<file path="src/rtl/i2c_req_arbiter.sv">
// ---------------------------------------------------------------------------
// i2c_req_arbiter
// Shares one i2c_main bus master between N_REQ on-chip requesters.
// A round-robin arbiter picks a winner, latches its command onto the m_*
// outputs, strobes the master, then waits for completion or a cycle-count
// timeout. The result is returned only to the winner as a one-cycle pulse.
//
// Ports
//   clk, reset        clock (rising edge), async reset (active low)
//   req_valid/addr/rw/wdata   per-requester command, packed by index
//   req_ready         one-hot accept pulse (combinational, IDLE only)
//   rsp_valid         one-hot completion pulse to the winner
//   rsp_rdata/nack/timeout    result, valid with rsp_valid, held until next RESP
//   m_start/addr/rw/wdata     command to the master
//   m_busy/done/nack/rdata    status from the master
//   grant_id          index of current owner
//   busy              arbiter not idle
// ---------------------------------------------------------------------------
module i2c_req_arbiter #(
    parameter int N_REQ   = 4,
    parameter int ADDR_W  = 7,
    parameter int DATA_W  = 8,
    parameter int TIMEOUT = 4095,
    localparam int IDX_W  = (N_REQ > 1) ? $clog2(N_REQ) : 1,
    localparam int TMR_W  = (TIMEOUT > 2) ? $clog2(TIMEOUT) : 1
) (
    input  logic                      clk,
    input  logic                      reset,
    input  logic [N_REQ-1:0]          req_valid,
    input  logic [N_REQ*ADDR_W-1:0]   req_addr,
    input  logic [N_REQ-1:0]          req_rw,
    input  logic [N_REQ*DATA_W-1:0]   req_wdata,
    output logic [N_REQ-1:0]          req_ready,
    output logic [N_REQ-1:0]          rsp_valid,
    output logic [DATA_W-1:0]         rsp_rdata,
    output logic                      rsp_nack,
    output logic                      rsp_timeout,
    output logic                      m_start,
    output logic [ADDR_W-1:0]         m_addr,
    output logic                      m_rw,
    output logic [DATA_W-1:0]         m_wdata,
    input  logic                      m_busy,
    input  logic                      m_done,
    input  logic                      m_nack,
    input  logic [DATA_W-1:0]         m_rdata,
    output logic [IDX_W-1:0]          grant_id,
    output logic                      busy
);

    typedef enum logic [1:0] {S_IDLE, S_ISSUE, S_WAIT_DONE, S_RESP} state_t;

    state_t              state_q, state_d;
    logic [IDX_W-1:0]    grant_q, grant_d;
    logic [IDX_W-1:0]    last_q, last_d;
    logic [TMR_W-1:0]    timer_q, timer_d;
    logic                m_start_q, m_start_d;
    logic [ADDR_W-1:0]   m_addr_q, m_addr_d;
    logic                m_rw_q, m_rw_d;
    logic [DATA_W-1:0]   m_wdata_q, m_wdata_d;
    logic [DATA_W-1:0]   rdata_q, rdata_d;
    logic                nack_q, nack_d;
    logic                tout_q, tout_d;

    logic [IDX_W-1:0]    win;
    logic                win_found;
    logic [TMR_W-1:0]    timer_inc;
    logic                timeout_hit;

    // Round-robin search starting just after the previous owner.
    always_comb begin
        win       = '0;
        win_found = 1'b0;
        for (int k = 1; k <= N_REQ; k++) begin
            if (!win_found && req_valid[(int'(last_q) + k) % N_REQ]) begin
                win       = IDX_W'((int'(last_q) + k) % N_REQ);
                win_found = 1'b1;
            end
        end
    end

    // The comparison uses the post-increment count, so the abort decision is
    // taken in the (TIMEOUT-1)th ISSUE/WAIT_DONE cycle and RESP lands TIMEOUT
    // cycles after the accept.
    assign timer_inc   = timer_q + 1'b1;
    assign timeout_hit = (timer_inc == TMR_W'(TIMEOUT - 1));

    always_comb begin
        state_d   = state_q;
        grant_d   = grant_q;
        last_d    = last_q;
        timer_d   = timer_q;
        m_start_d = m_start_q;
        m_addr_d  = m_addr_q;
        m_rw_d    = m_rw_q;
        m_wdata_d = m_wdata_q;
        rdata_d   = rdata_q;
        nack_d    = nack_q;
        tout_d    = tout_q;
        req_ready = '0;

        case (state_q)
            S_IDLE: begin
                if (win_found) begin
                    // Suppress the accept pulse while reset is held so that
                    // every output reads zero during reset.
                    req_ready[win] = reset;
                    m_addr_d  = req_addr[int'(win)*ADDR_W +: ADDR_W];
                    m_rw_d    = req_rw[win];
                    m_wdata_d = req_wdata[int'(win)*DATA_W +: DATA_W];
                    grant_d   = win;
                    timer_d   = '0;
                    m_start_d = 1'b1;
                    state_d   = S_ISSUE;
                end
            end
            S_ISSUE, S_WAIT_DONE: begin
                timer_d = timer_inc;
                if (m_done) begin
                    // A completion always beats a coincident timeout; an early
                    // m_done while still issuing is taken as completion too.
                    rdata_d   = m_rdata;
                    nack_d    = m_nack;
                    tout_d    = 1'b0;
                    m_start_d = 1'b0;
                    state_d   = S_RESP;
                end else if (timeout_hit) begin
                    rdata_d   = '0;
                    nack_d    = 1'b0;
                    tout_d    = 1'b1;
                    m_start_d = 1'b0;
                    state_d   = S_RESP;
                end else if (state_q == S_ISSUE && m_busy) begin
                    m_start_d = 1'b0;
                    state_d   = S_WAIT_DONE;
                end
            end
            S_RESP: begin
                last_d  = grant_q;
                state_d = S_IDLE;
            end
            default: state_d = S_IDLE;
        endcase
    end

    always_ff @(posedge clk or negedge reset) begin
        if (!reset) begin
            state_q   <= S_IDLE;
            grant_q   <= '0;
            last_q    <= IDX_W'(N_REQ - 1);
            timer_q   <= '0;
            m_start_q <= 1'b0;
            m_addr_q  <= '0;
            m_rw_q    <= 1'b0;
            m_wdata_q <= '0;
            rdata_q   <= '0;
            nack_q    <= 1'b0;
            tout_q    <= 1'b0;
        end else begin
            state_q   <= state_d;
            grant_q   <= grant_d;
            last_q    <= last_d;
            timer_q   <= timer_d;
            m_start_q <= m_start_d;
            m_addr_q  <= m_addr_d;
            m_rw_q    <= m_rw_d;
            m_wdata_q <= m_wdata_d;
            rdata_q   <= rdata_d;
            nack_q    <= nack_d;
            tout_q    <= tout_d;
        end
    end

    assign rsp_valid   = (state_q == S_RESP) ? (N_REQ'(1) << grant_q) : '0;
    assign rsp_rdata   = rdata_q;
    assign rsp_nack    = nack_q;
    assign rsp_timeout = tout_q;
    assign m_start     = m_start_q;
    assign m_addr      = m_addr_q;
    assign m_rw        = m_rw_q;
    assign m_wdata     = m_wdata_q;
    assign grant_id    = grant_q;
    assign busy        = (state_q != S_IDLE);

endmodule
</file>
<file path="config.mk">
export PLATFORM = sky130hd
export DESIGN_NAME = i2c_req_arbiter
export DESIGN_NICKNAME = d
export VERILOG_FILES = /design/src/rtl/i2c_req_arbiter.sv
export SDC_FILE = /design/constraint.sdc
export NUM_CORES = 1
export LEC_CHECK = 0
export ABC_AREA = 1
export BUFFER_PORTS_ARGS = -buffer_cell sky130_fd_sc_hd__buf_2
export CAP_MARGIN = 10
export CORE_UTILIZATION = 53
export DETAILED_ROUTE_END_ITERATION = 8
export GPL_ROUTABILITY_DRIVEN = 0
export GPL_TIMING_DRIVEN = 0
export PLACE_DENSITY = 0.95
export SYNTH_ARGS = -nofsm -noshare
export SYNTH_HDL_FRONTEND = slang
export SYNTH_SLANG_ARGS = --single-unit
export TNS_END_PERCENT = 1
</file>
<file path="constraint.sdc">
create_clock -name clk -period 3.2 [get_ports clk]
set_clock_uncertainty 0.05 [all_clocks]
set_input_delay 0.32 -clock clk [delete_from_list [all_inputs] [get_ports clk]]
set_output_delay 0.32 -clock clk [all_outputs]
set_load 0.03 [all_outputs]
</file>
==> report_table.html, run 1 <==
<table>
<tr><th>Metric</th><th>Value</th></tr>
<tr><th colspan="2">Yosys</th></tr>
<tr><td>Proportion of netlist area held by the largest area contributor</td><td>0.354</td></tr>
<tr><td>#FFs+latches synth</td><td>45</td></tr>
<tr><td>Async set-or-reset flop fraction in the synthesized netlist</td><td>1.00</td></tr>
<tr><td>Number of synthesized flops with an enable pin</td><td>0</td></tr>
<tr><td>Largest cells by area after synthesis</td><td>sky130_fd_sc_hd__dfrtp_1, sky130_fd_sc_hd__nand2_1, sky130_fd_sc_hd__nand3_1</td></tr>
<tr><td>Warnings from Yosys</td><td>0</td></tr>
<tr><td>Library cell with the largest summed area after synthesis</td><td>sky130_fd_sc_hd__dfrtp_1</td></tr>
<tr><td>Count of mapped cells out of synthesis</td><td>470</td></tr>
<tr><td>Post-Syn Nets</td><td>557</td></tr>
<tr><td>Flip-flop cell with the highest count after synthesis</td><td>sky130_fd_sc_hd__dfrtp_1</td></tr>
<tr><td>Most frequently used cell type in the post-synthesis netlist</td><td>sky130_fd_sc_hd__nand2_1</td></tr>
<tr><td>Seq/Total Area, Yosys</td><td>0.371</td></tr>
<tr><td>Most frequent cells after synthesis</td><td>sky130_fd_sc_hd__nand2_1, sky130_fd_sc_hd__dfrtp_1, sky130_fd_sc_hd__nand3_1</td></tr>
<tr><td>Cell area after synthesis</td><td>3040 um2</td></tr>
<tr><td>Syn_area_per_cell</td><td>approximately 6.5 um2</td></tr>
<tr><td>Library cells used by synthesis</td><td>29</td></tr>
<tr><th colspan="2">Clock network</th></tr>
<tr><td>Buffer depth of the longest clock path</td><td>2</td></tr>
<tr><td>Inserted Clock Buffers</td><td>5</td></tr>
<tr><td>CTS-repair resized insts</td><td>0</td></tr>
<tr><td>Worst-skew pair later-pin latency</td><td>0.30 ns</td></tr>
<tr><td>Clk Tree Root Cell</td><td>sky130_fd_sc_hd__clkbuf_8</td></tr>
<tr><td>Setup repair bufs after CTS</td><td>0</td></tr>
<tr><td>TritonCTS clock tree</td><td>yes</td></tr>
<tr><td>Post-CTS Hold Buffers</td><td>0</td></tr>
<tr><td>H-tree levels</td><td>2</td></tr>
<tr><td>Clock Sinks</td><td>45</td></tr>
<tr><td>Clock transition at path regs</td><td>0.09 ns</td></tr>
<tr><th colspan="2">Final layout</th></tr>
<tr><td>Multi-input gate area in the final layout</td><td>1660 um2</td></tr>
<tr><td>Number of nets in the layout</td><td>just under 700</td></tr>
<tr><td>Share of final-layout standard cells stronger than drive strength 1</td><td>0.273</td></tr>
<tr><td>Layout overhead on the synthesized area</td><td>26.9%</td></tr>
<tr><td>Footprint of the flip-flops and latches</td><td>between 1000 and 1500 um2</td></tr>
<tr><td>Filler-free cell count of the finished design</td><td>668</td></tr>
<tr><td>Number of diodes</td><td>0</td></tr>
<tr><td>Layout filler cell count</td><td>456</td></tr>
<tr><th colspan="2">Pwr</th></tr>
<tr><td>Areal power density over the cells</td><td>between 1000 and 1500 nW/um2</td></tr>
<tr><td>LEAKAGE</td><td>2.28 nW</td></tr>
<tr><td>Peak ir drop on the vdd network</td><td>slightly below 0.7 mV</td></tr>
<tr><th colspan="2">Floorplanning</th></tr>
<tr><td>Die Outline Area</td><td>6040 um2</td></tr>
<tr><td>DIE HEIGHT</td><td>77.7 um</td></tr>
<tr><td>Die X-Extent</td><td>77.7 um</td></tr>
<tr><td>Core footprint</td><td>5510 um2</td></tr>
<tr><td>Number of placement rows</td><td>27</td></tr>
<tr><td>Initial Utilization</td><td>0.552</td></tr>
<tr><td>Number of top-level pins</td><td>119</td></tr>
<tr><th colspan="2">Setup path</th></tr>
<tr><td>Worst Setup End Kind</td><td>output pin</td></tr>
<tr><td>Crit path max fanout</td><td>10</td></tr>
<tr><td>Worst path bufs/invs</td><td>3</td></tr>
<tr><td>Required time of the worst setup path</td><td>approximately 2.8 ns</td></tr>
<tr><td>Family with the most delay on the worst path</td><td>simple AND/OR/NAND/NOR gates</td></tr>
<tr><td>Critical path startpoint category</td><td>flop</td></tr>
<tr><td>Slowest CP cell</td><td>sky130_fd_sc_hd__dfstp_2</td></tr>
<tr><td>Critical Path Max Stage Delay</td><td>0.61 ns</td></tr>
<tr><td>Worst setup path class</td><td>reg2out</td></tr>
<tr><td>Worst-path cell chain</td><td>inv_2 &gt; nand2_2 &gt; nand2_1 &gt; nand2_1 &gt; nand2_2 &gt; nor2_4 &gt; nand3_2 &gt; nand2_1 &gt; clkinv_1 &gt; nand2_1 &gt; nor3_1 &gt; buf_2</td></tr>
<tr><td>Arrival time of data at the critical path endpoint</td><td>2.55 ns</td></tr>
<tr><td>Most frequent cell on the critical path</td><td>sky130_fd_sc_hd__nand2_1</td></tr>
<tr><th colspan="2">STA</th></tr>
<tr><td>Final slew viol count</td><td>0</td></tr>
<tr><td>Min Clock Period, post-route</td><td>2.92 ns</td></tr>
<tr><td>Actual transition at the worst max-transition pin</td><td>1.02 ns</td></tr>
<tr><td>Post-route clock period utilization</td><td>0.912</td></tr>
<tr><td>Total negative slack for setup checks</td><td>0 ns</td></tr>
<tr><td>Worst hold margin</td><td>0.130 ns</td></tr>
<tr><td>Unrepaired setup endpoints after global routing</td><td>no</td></tr>
<tr><td>Final setup viols</td><td>0</td></tr>
<tr><td>Slew margin rel.</td><td>0.319</td></tr>
<tr><td>Top achievable clock speed</td><td>342 MHz</td></tr>
<tr><td>Min setup slack post-route</td><td>roughly 0.28 ns</td></tr>
<tr><td>Total count of hold-check failures in the final report</td><td>0</td></tr>
<tr><th colspan="2">Routing</th></tr>
<tr><td>Via Count</td><td>3436</td></tr>
<tr><td>Antenna viol nets, final</td><td>0</td></tr>
<tr><td>Total Wirelength</td><td>8190 um</td></tr>
<tr><td>Per-cell via count in the routed design</td><td>slightly above 5</td></tr>
<tr><td>Initial DRC count</td><td>212</td></tr>
<tr><td>Post-detailed-route wirelength per cell</td><td>12.3 um</td></tr>
<tr><td>Remaining design rule violation count</td><td>0</td></tr>
<tr><td>Router iterations before antenna repair</td><td>5</td></tr>
<tr><th colspan="2">Place</th></tr>
<tr><td>Half-perimeter wire length of the detailed placement result</td><td>about 6200 um</td></tr>
<tr><td>Placed cell count</td><td>660</td></tr>
<tr><td>Worst setup slack after placement</td><td>around 0.69 ns</td></tr>
<tr><td>I/O Buffers</td><td>118</td></tr>
<tr><th colspan="2">Global route</th></tr>
<tr><td>Grt total ovfl</td><td>0</td></tr>
<tr><td>Pin count of the biggest net entering global routing</td><td>47</td></tr>
<tr><td>Wire length of the first global-routing pass</td><td>roughly 14000 um</td></tr>
<tr><td>Vias in the first global route</td><td>3336</td></tr>
<tr><td>Total routing usage reported by global routing</td><td>0.287</td></tr>
<tr><td>Number of antenna violations at the first check in global routing</td><td>0</td></tr>
<tr><th colspan="2">Status</th></tr>
<tr><td>Status</td><td>complete, no violations</td></tr>
<tr><th colspan="2">Worst hold path</th></tr>
<tr><td>Hold WC Path Type</td><td>in2async</td></tr>
<tr><th colspan="2">Job</th></tr>
<tr><td>Max-Cap Viols</td><td>0</td></tr>
</table>
[layout make-up]
class,count,area share
sequential,45,0.292
inverter,32,0.0311
clock buffer,5,0.0178
clock inverter,3,0.0178
tap,72,0.0233
buffer,17,0.0340
multi-input combinational,376,0.430
timing repair buffer,118,0.153
[state kept, by name, indices dropped and copies added (netlist names), 2 cells and up]
name / count
grant_id: 2
last_q: 2
m_addr: 7
m_wdata: 8
rsp_rdata: 8
state_q: 2
timer_q: 12
[final timing paths]
check	depth (start not counted)	end	slack [ns]	start
setup / recovery	12	req_ready[3]	0.28	last_q[0]$_DFFE_PN1P_
hold / removal	1	m_start$_DFFE_PN0P_	0.13	reset
setup reg to reg	12	m_wdata[5]$_DFFE_PN0P_	0.89	last_q[0]$_DFFE_PN1P_
hold reg to reg	2	rsp_rdata[2]$_DFFE_PN0P_	0.42	rsp_rdata[2]$_DFFE_PN0P_
max in group asynchronous	1	timer_q[9]$_DFFE_PN0P_	2.33	reset
min in group clk	3	rsp_rdata[4]$_DFFE_PN0P_	0.16	m_rdata[4]
[metal layers]
metal,part of all wire,track usage
met5,0,0
met4,0.032,0.119
met3,0.070,0.0541
met2,0.49,0.515
met1,0.40,0.333
[metrics by stage]
stage	power, W	utilization	cell area, um2
3_5_place_dp	0.00440	0.676	3720
6_report	0.00497	0.701	3860
5_1_grt	0.00541	0.701	3860
3_3_place_gp	0.00429	0.676	3720
4_1_cts	0.00495	0.701	3860
2_1_floorplan	0.00358	-	3040
[power by group]
group,switching (W),internal [W]
combinational,0.00232,0.00114
sequential,0.000164,0.000819
clock,0.000205,0.000314
total,0.00269,0.00227
[cells by family (layout without fill, tap and decap cells)]
family / count (synthesis) / after routing / synth area share
and+or+nand+nor: 338 / 338 / 0.461
buffers and inverters: 49 / 175 / 0.0827
DFF: 45 / 45 / 0.371
AOI/OAI and AO/OA: 28 / 28 / 0.0490
adders and majority gates: 6 / 6 / 0.0247
xor gates and xnor gates: 4 / 4 / 0.0115
[cells in the final DEF, fill, tap and decap left out]
master                      Yosys  layout
sky130_fd_sc_hd__nor2_2         1       1
sky130_fd_sc_hd__dfstp_2        2       2
sky130_fd_sc_hd__clkbuf_8       0       5
sky130_fd_sc_hd__o21ai_2        1       1
sky130_fd_sc_hd__dfrtp_1       43      43
sky130_fd_sc_hd__nor2_1        15      15
sky130_fd_sc_hd__nand2_1      260     260
sky130_fd_sc_hd__nor3_2         1       1
sky130_fd_sc_hd__nand4_1        3       3
sky130_fd_sc_hd__o21ai_1        4       4
sky130_fd_sc_hd__nand2_2        7       7
sky130_fd_sc_hd__inv_1         26      26
sky130_fd_sc_hd__nor2_4         1       1
sky130_fd_sc_hd__nand2_8        1       1
sky130_fd_sc_hd__buf_2          6     124
sky130_fd_sc_hd__nor3_1         5       5
sky130_fd_sc_hd__nand2_4        1       1
sky130_fd_sc_hd__inv_2          4       4
sky130_fd_sc_hd__o22ai_1        4       4
sky130_fd_sc_hd__o21ai_0       17      17
sky130_fd_sc_hd__a21oi_1        2       2
sky130_fd_sc_hd__ha_1           6       6
sky130_fd_sc_hd__clkbuf_4       1       1
sky130_fd_sc_hd__xor2_1         4       4
sky130_fd_sc_hd__buf_6          5       5
sky130_fd_sc_hd__nand3_1       41      41
sky130_fd_sc_hd__buf_4          5       5
sky130_fd_sc_hd__nand3b_1       1       1
sky130_fd_sc_hd__clkinv_1       2       2
sky130_fd_sc_hd__bufinv_16      0       2
sky130_fd_sc_hd__inv_6          0       1
sky130_fd_sc_hd__nand3_2        1       1
Power figures use the tool's default switching activity.
==> inputs of run 2 (changes only) <==
- PLACE_DENSITY: 0.95 -> unset
- PLACE_DENSITY_LB_ADDON: unset -> 0.08
==> run 2 against run 1 <==
Total power shrank 2.8%. Worst setup slack better by 0.095 ns. Design area down 0.45%. Clock power fell by 13%. Sequential cell count did not move. Sequential share of layout area is 0.13 points higher. Largest power group unchanged. Clock-buffer cell count increased by 1. Global-route usage fell by 1.3 points. Worst hold slack got worse by 0.0015 ns. Critical path depth is 2 higher. Non-clock buffer count unchanged. Fmax increased by 3.4%.
==> report_table.html, run 2 (synthesized netlist as in run 1, its figures left out) <==
<table>
<tr><th>Metric</th><th>Value</th></tr>
<tr><th colspan="2">Status</th></tr>
<tr><td>Status</td><td>complete, no violations (unchanged)</td></tr>
<tr><th colspan="2">Clock network</th></tr>
<tr><td>Inserted Clock Buffers</td><td>5 (unchanged)</td></tr>
<tr><td>Clock transition at path regs</td><td>0.09 ns (about the same)</td></tr>
<tr><td>Worst-skew pair later-pin latency</td><td>0.30 ns (about the same)</td></tr>
<tr><td>TritonCTS clock tree</td><td>yes (unchanged)</td></tr>
<tr><td>Buffer depth of the longest clock path</td><td>2 (unchanged)</td></tr>
<tr><td>Clock Sinks</td><td>45 (unchanged)</td></tr>
<tr><td>CTS-repair resized insts</td><td>0 (unchanged)</td></tr>
<tr><td>H-tree levels</td><td>2 (unchanged)</td></tr>
<tr><td>Post-CTS Hold Buffers</td><td>0 (unchanged)</td></tr>
<tr><td>Clk Tree Root Cell</td><td>sky130_fd_sc_hd__clkbuf_8 (unchanged)</td></tr>
<tr><td>Setup repair bufs after CTS</td><td>0 (unchanged)</td></tr>
<tr><th colspan="2">Global route</th></tr>
<tr><td>Total routing usage reported by global routing</td><td>0.274 (was 0.287)</td></tr>
<tr><td>Wire length of the first global-routing pass</td><td>13300 um (was 13900 um)</td></tr>
<tr><td>Grt total ovfl</td><td>0 (unchanged)</td></tr>
<tr><td>Vias in the first global route</td><td>3138 (was 3336)</td></tr>
<tr><td>Number of antenna violations at the first check in global routing</td><td>0 (unchanged)</td></tr>
<tr><td>Pin count of the biggest net entering global routing</td><td>47 (unchanged)</td></tr>
<tr><th colspan="2">Job</th></tr>
<tr><td>Max-Cap Viols</td><td>0 (unchanged)</td></tr>
<tr><th colspan="2">Pwr</th></tr>
<tr><td>Clock group share of total power</td><td>0.093 (was 0.105)</td></tr>
<tr><td>Switching power share of the total</td><td>0.542 (about the same)</td></tr>
<tr><td>Peak ir drop on the vdd network</td><td>0.712 mV (was 0.689 mV)</td></tr>
<tr><td>LEAKAGE</td><td>2.27 nW (was 2.28 nW)</td></tr>
<tr><td>Net switching power figure</td><td>0.00261 W (was 0.00269 W)</td></tr>
<tr><td>Sequential group share of total power</td><td>0.204 (was 0.198)</td></tr>
<tr><td>Internal Dissipation</td><td>0.00221 W (was 0.00227 W)</td></tr>
<tr><td>Areal power density over the cells</td><td>1260 nW/um2 (was 1290 nW/um2)</td></tr>
<tr><td>Part of the total power dissipated in combinational logic</td><td>0.703 (was 0.697)</td></tr>
<tr><th colspan="2">Floorplanning</th></tr>
<tr><td>Number of top-level pins</td><td>119 (unchanged)</td></tr>
<tr><td>Number of placement rows</td><td>27 (unchanged)</td></tr>
<tr><td>DIE HEIGHT</td><td>77.7 um (unchanged)</td></tr>
<tr><td>Die X-Extent</td><td>77.7 um (unchanged)</td></tr>
<tr><td>Core footprint</td><td>5510 um2 (unchanged)</td></tr>
<tr><td>Die Outline Area</td><td>6040 um2 (unchanged)</td></tr>
<tr><td>Initial Utilization</td><td>0.552 (unchanged)</td></tr>
<tr><th colspan="2">Setup path</th></tr>
<tr><td>Worst-path cell chain</td><td>inv_2 &gt; nand2_1 &gt; nand2_1 &gt; nand2_1 &gt; nand2_1 &gt; nand2_1 &gt; nand2_2 &gt; nor2_2 &gt; nand2_4 &gt; nand2_8 &gt; buf_6 &gt; inv_1 &gt; nor3_1 &gt; buf_2 (was inv_2 &gt; nand2_2 &gt; nand2_1 &gt; nand2_1 &gt; nand2_2 &gt; nor2_4 &gt; nand3_2 &gt; nand2_1 &gt; clkinv_1 &gt; nand2_1 &gt; nor3_1 &gt; buf_2)</td></tr>
<tr><td>Worst Setup End Kind</td><td>output pin (unchanged)</td></tr>
<tr><td>Critical Path Max Stage Delay</td><td>0.60 ns (was 0.61 ns)</td></tr>
<tr><td>Capturing element of the worst setup path</td><td>req_ready[1] (was req_ready[3])</td></tr>
<tr><td>Worst setup path class</td><td>reg2out (unchanged)</td></tr>
<tr><td>Slowest CP cell</td><td>sky130_fd_sc_hd__dfstp_2 (unchanged)</td></tr>
<tr><td>Critical path origin</td><td>last_q[0]$_DFFE_PN1P_ (unchanged)</td></tr>
<tr><td>Reg-to-reg slack, setup</td><td>1.06 ns (was 0.89 ns)</td></tr>
<tr><td>Arrival time of data at the critical path endpoint</td><td>2.45 ns (was 2.55 ns)</td></tr>
<tr><td>Crit Reg-Reg Endpoint</td><td>m_addr[3]$_DFFE_PN0P_ (was m_wdata[5]$_DFFE_PN0P_)</td></tr>
<tr><td>Depth of the most critical reg-to-reg path</td><td>15 (was 12)</td></tr>
<tr><td>Crit. path cell count</td><td>14 (was 12)</td></tr>
<tr><td>Most frequent cell on the critical path</td><td>sky130_fd_sc_hd__nand2_1 (unchanged)</td></tr>
<tr><td>Worst reg2reg startpoint</td><td>last_q[0]$_DFFE_PN1P_ (unchanged)</td></tr>
<tr><td>Critical path startpoint category</td><td>flop (unchanged)</td></tr>
<tr><td>Crit path max fanout</td><td>10 (unchanged)</td></tr>
<tr><td>Family with the most delay on the worst path</td><td>simple AND/OR/NAND/NOR gates (unchanged)</td></tr>
<tr><td>Required time of the worst setup path</td><td>2.83 ns (about the same)</td></tr>
<tr><td>Worst path bufs/invs</td><td>4 (was 3)</td></tr>
<tr><th colspan="2">STA</th></tr>
<tr><td>Final slew viol count</td><td>0 (unchanged)</td></tr>
<tr><td>Unrepaired setup endpoints after global routing</td><td>no (unchanged)</td></tr>
<tr><td>Slew margin rel.</td><td>0.341 (was 0.319)</td></tr>
<tr><td>Post-route clock period utilization</td><td>0.883 (was 0.912)</td></tr>
<tr><td>Actual transition at the worst max-transition pin</td><td>0.989 ns (was 1.02 ns)</td></tr>
<tr><td>Total negative slack for setup checks</td><td>0 ns (unchanged)</td></tr>
<tr><td>Total count of hold-check failures in the final report</td><td>0 (unchanged)</td></tr>
<tr><td>Worst hold margin</td><td>0.128 ns (was 0.130 ns)</td></tr>
<tr><td>Top achievable clock speed</td><td>354 MHz (was 342 MHz)</td></tr>
<tr><td>Min setup slack post-route</td><td>0.375 ns (was 0.280 ns)</td></tr>
<tr><td>Min Clock Period, post-route</td><td>2.82 ns (was 2.92 ns)</td></tr>
<tr><td>Final setup viols</td><td>0 (unchanged)</td></tr>
<tr><th colspan="2">Final layout</th></tr>
<tr><td>Most frequent cells in the layout</td><td>sky130_fd_sc_hd__nand2_1, sky130_fd_sc_hd__buf_2, sky130_fd_sc_hd__dfrtp_1, sky130_fd_sc_hd__nand3_1, sky130_fd_sc_hd__inv_1 (unchanged)</td></tr>
<tr><td>Number of flip-flops in the largest register</td><td>12 (unchanged)</td></tr>
<tr><td>Fin util</td><td>0.698 (was 0.701)</td></tr>
<tr><td>Layout overhead on the synthesized area</td><td>26.3% (was 26.9%)</td></tr>
<tr><td>Largest reg by FF count</td><td>timer_q (unchanged)</td></tr>
<tr><td>Post-route cell area</td><td>3840 um2 (was 3860 um2)</td></tr>
<tr><td>Number of nets in the layout</td><td>682 (unchanged)</td></tr>
<tr><td>Leading cell type in the layout, fill and taps excluded</td><td>sky130_fd_sc_hd__nand2_1 (unchanged)</td></tr>
<tr><td>Number of diodes</td><td>0 (unchanged)</td></tr>
<tr><td>Share of final-layout standard cells stronger than drive strength 1</td><td>0.273 (unchanged)</td></tr>
<tr><th colspan="2">Routing</th></tr>
<tr><td>Initial DRC count</td><td>143 (was 212)</td></tr>
<tr><td>Total Wirelength</td><td>7620 um (was 8190 um)</td></tr>
<tr><td>Via Count</td><td>3358 (was 3436)</td></tr>
<tr><td>Remaining design rule violation count</td><td>0 (unchanged)</td></tr>
<tr><td>Post-detailed-route wirelength per cell</td><td>11.4 um (was 12.3 um)</td></tr>
<tr><td>Per-cell via count in the routed design</td><td>5.03 (was 5.14)</td></tr>
<tr><td>Router iterations before antenna repair</td><td>4 (was 5)</td></tr>
<tr><td>Antenna viol nets, final</td><td>0 (unchanged)</td></tr>
<tr><th colspan="2">Place</th></tr>
<tr><td>Worst setup slack after placement</td><td>0.731 ns (was 0.689 ns)</td></tr>
<tr><td>Half-perimeter wire length of the detailed placement result</td><td>6000 um (was 6200 um)</td></tr>
<tr><td>I/O Buffers</td><td>118 (unchanged)</td></tr>
<tr><td>Post-Place Cell Area</td><td>3720 um2 (unchanged)</td></tr>
<tr><th colspan="2">Worst hold path</th></tr>
<tr><td>Hold WC Path Type</td><td>in2async (unchanged)</td></tr>
</table>
[run 2: how the worst min path moves through the flow]
stage	startpoint	slack [ns]	end	cells past startpoint
global route	m_rdata[5]	0.16	rsp_rdata[5]$_DFFE_PN0P_	3
global placement	rsp_rdata[0]$_DFFE_PN0P_	0.40	rsp_rdata[0]$_DFFE_PN0P_	2
finish	reset	0.13	m_start$_DFFE_PN0P_	1
floorplan	reset	-0.03	grant_id[0]$_DFFE_PN0P_	0
detailed placement	rsp_rdata[0]$_DFFE_PN0P_	0.40	rsp_rdata[0]$_DFFE_PN0P_	2
CTS	m_rdata[0]	0.16	rsp_rdata[0]$_DFFE_PN0P_	3
[run 2: layout make-up]
cell class | instances | area [um2]
plain buffers | 17 | 131
clock buffers | 6 | 82.6
clock inverters | 2 | 37.5
fillers | 497 | 1670
inverters | 32 | 120
multi-input cells | 376 | 1660
flip-flops and latches | 45 | 1130
well taps | 72 | 90.1
repair buffers | 118 | 591
[run 2: metal layers]
layer / routed length (um) / part of all wire / global-route usage
met1: 3390 / 0.44 / 0.347
met2: 3730 / 0.49 / 0.477
met3: 437 / 0.057 / 0.0576
met4: 59 / 0.0077 / 0.0623
met5: 0 / 0 / 0
[run 2: power by group through the flow]
stage / combinational [W] / sequential, W / clock [W]
6_report: 0.00339 / 0.000985 / 0.000449
5_1_grt: 0.00382 / 0.00102 / 0.000474
4_1_cts: 0.00340 / 0.000984 / 0.000454
3_5_place_dp: 0.00339 / 0.000989 / 0
3_3_place_gp: 0.00333 / 0.000981 / 0
2_1_floorplan: 0.00227 / 0.00130 / 0
[run 2: metrics by stage]
| stage | power (W) | instances |
|---|---|---|
| after global placement | 0.00431 | 660 |
| after floorplan | 0.00358 | 470 |
| after global routing | 0.00531 | 668 |
| after CTS | 0.00484 | 668 |
| final | 0.00483 | 668 |
| after detailed placement | 0.00438 | 660 |
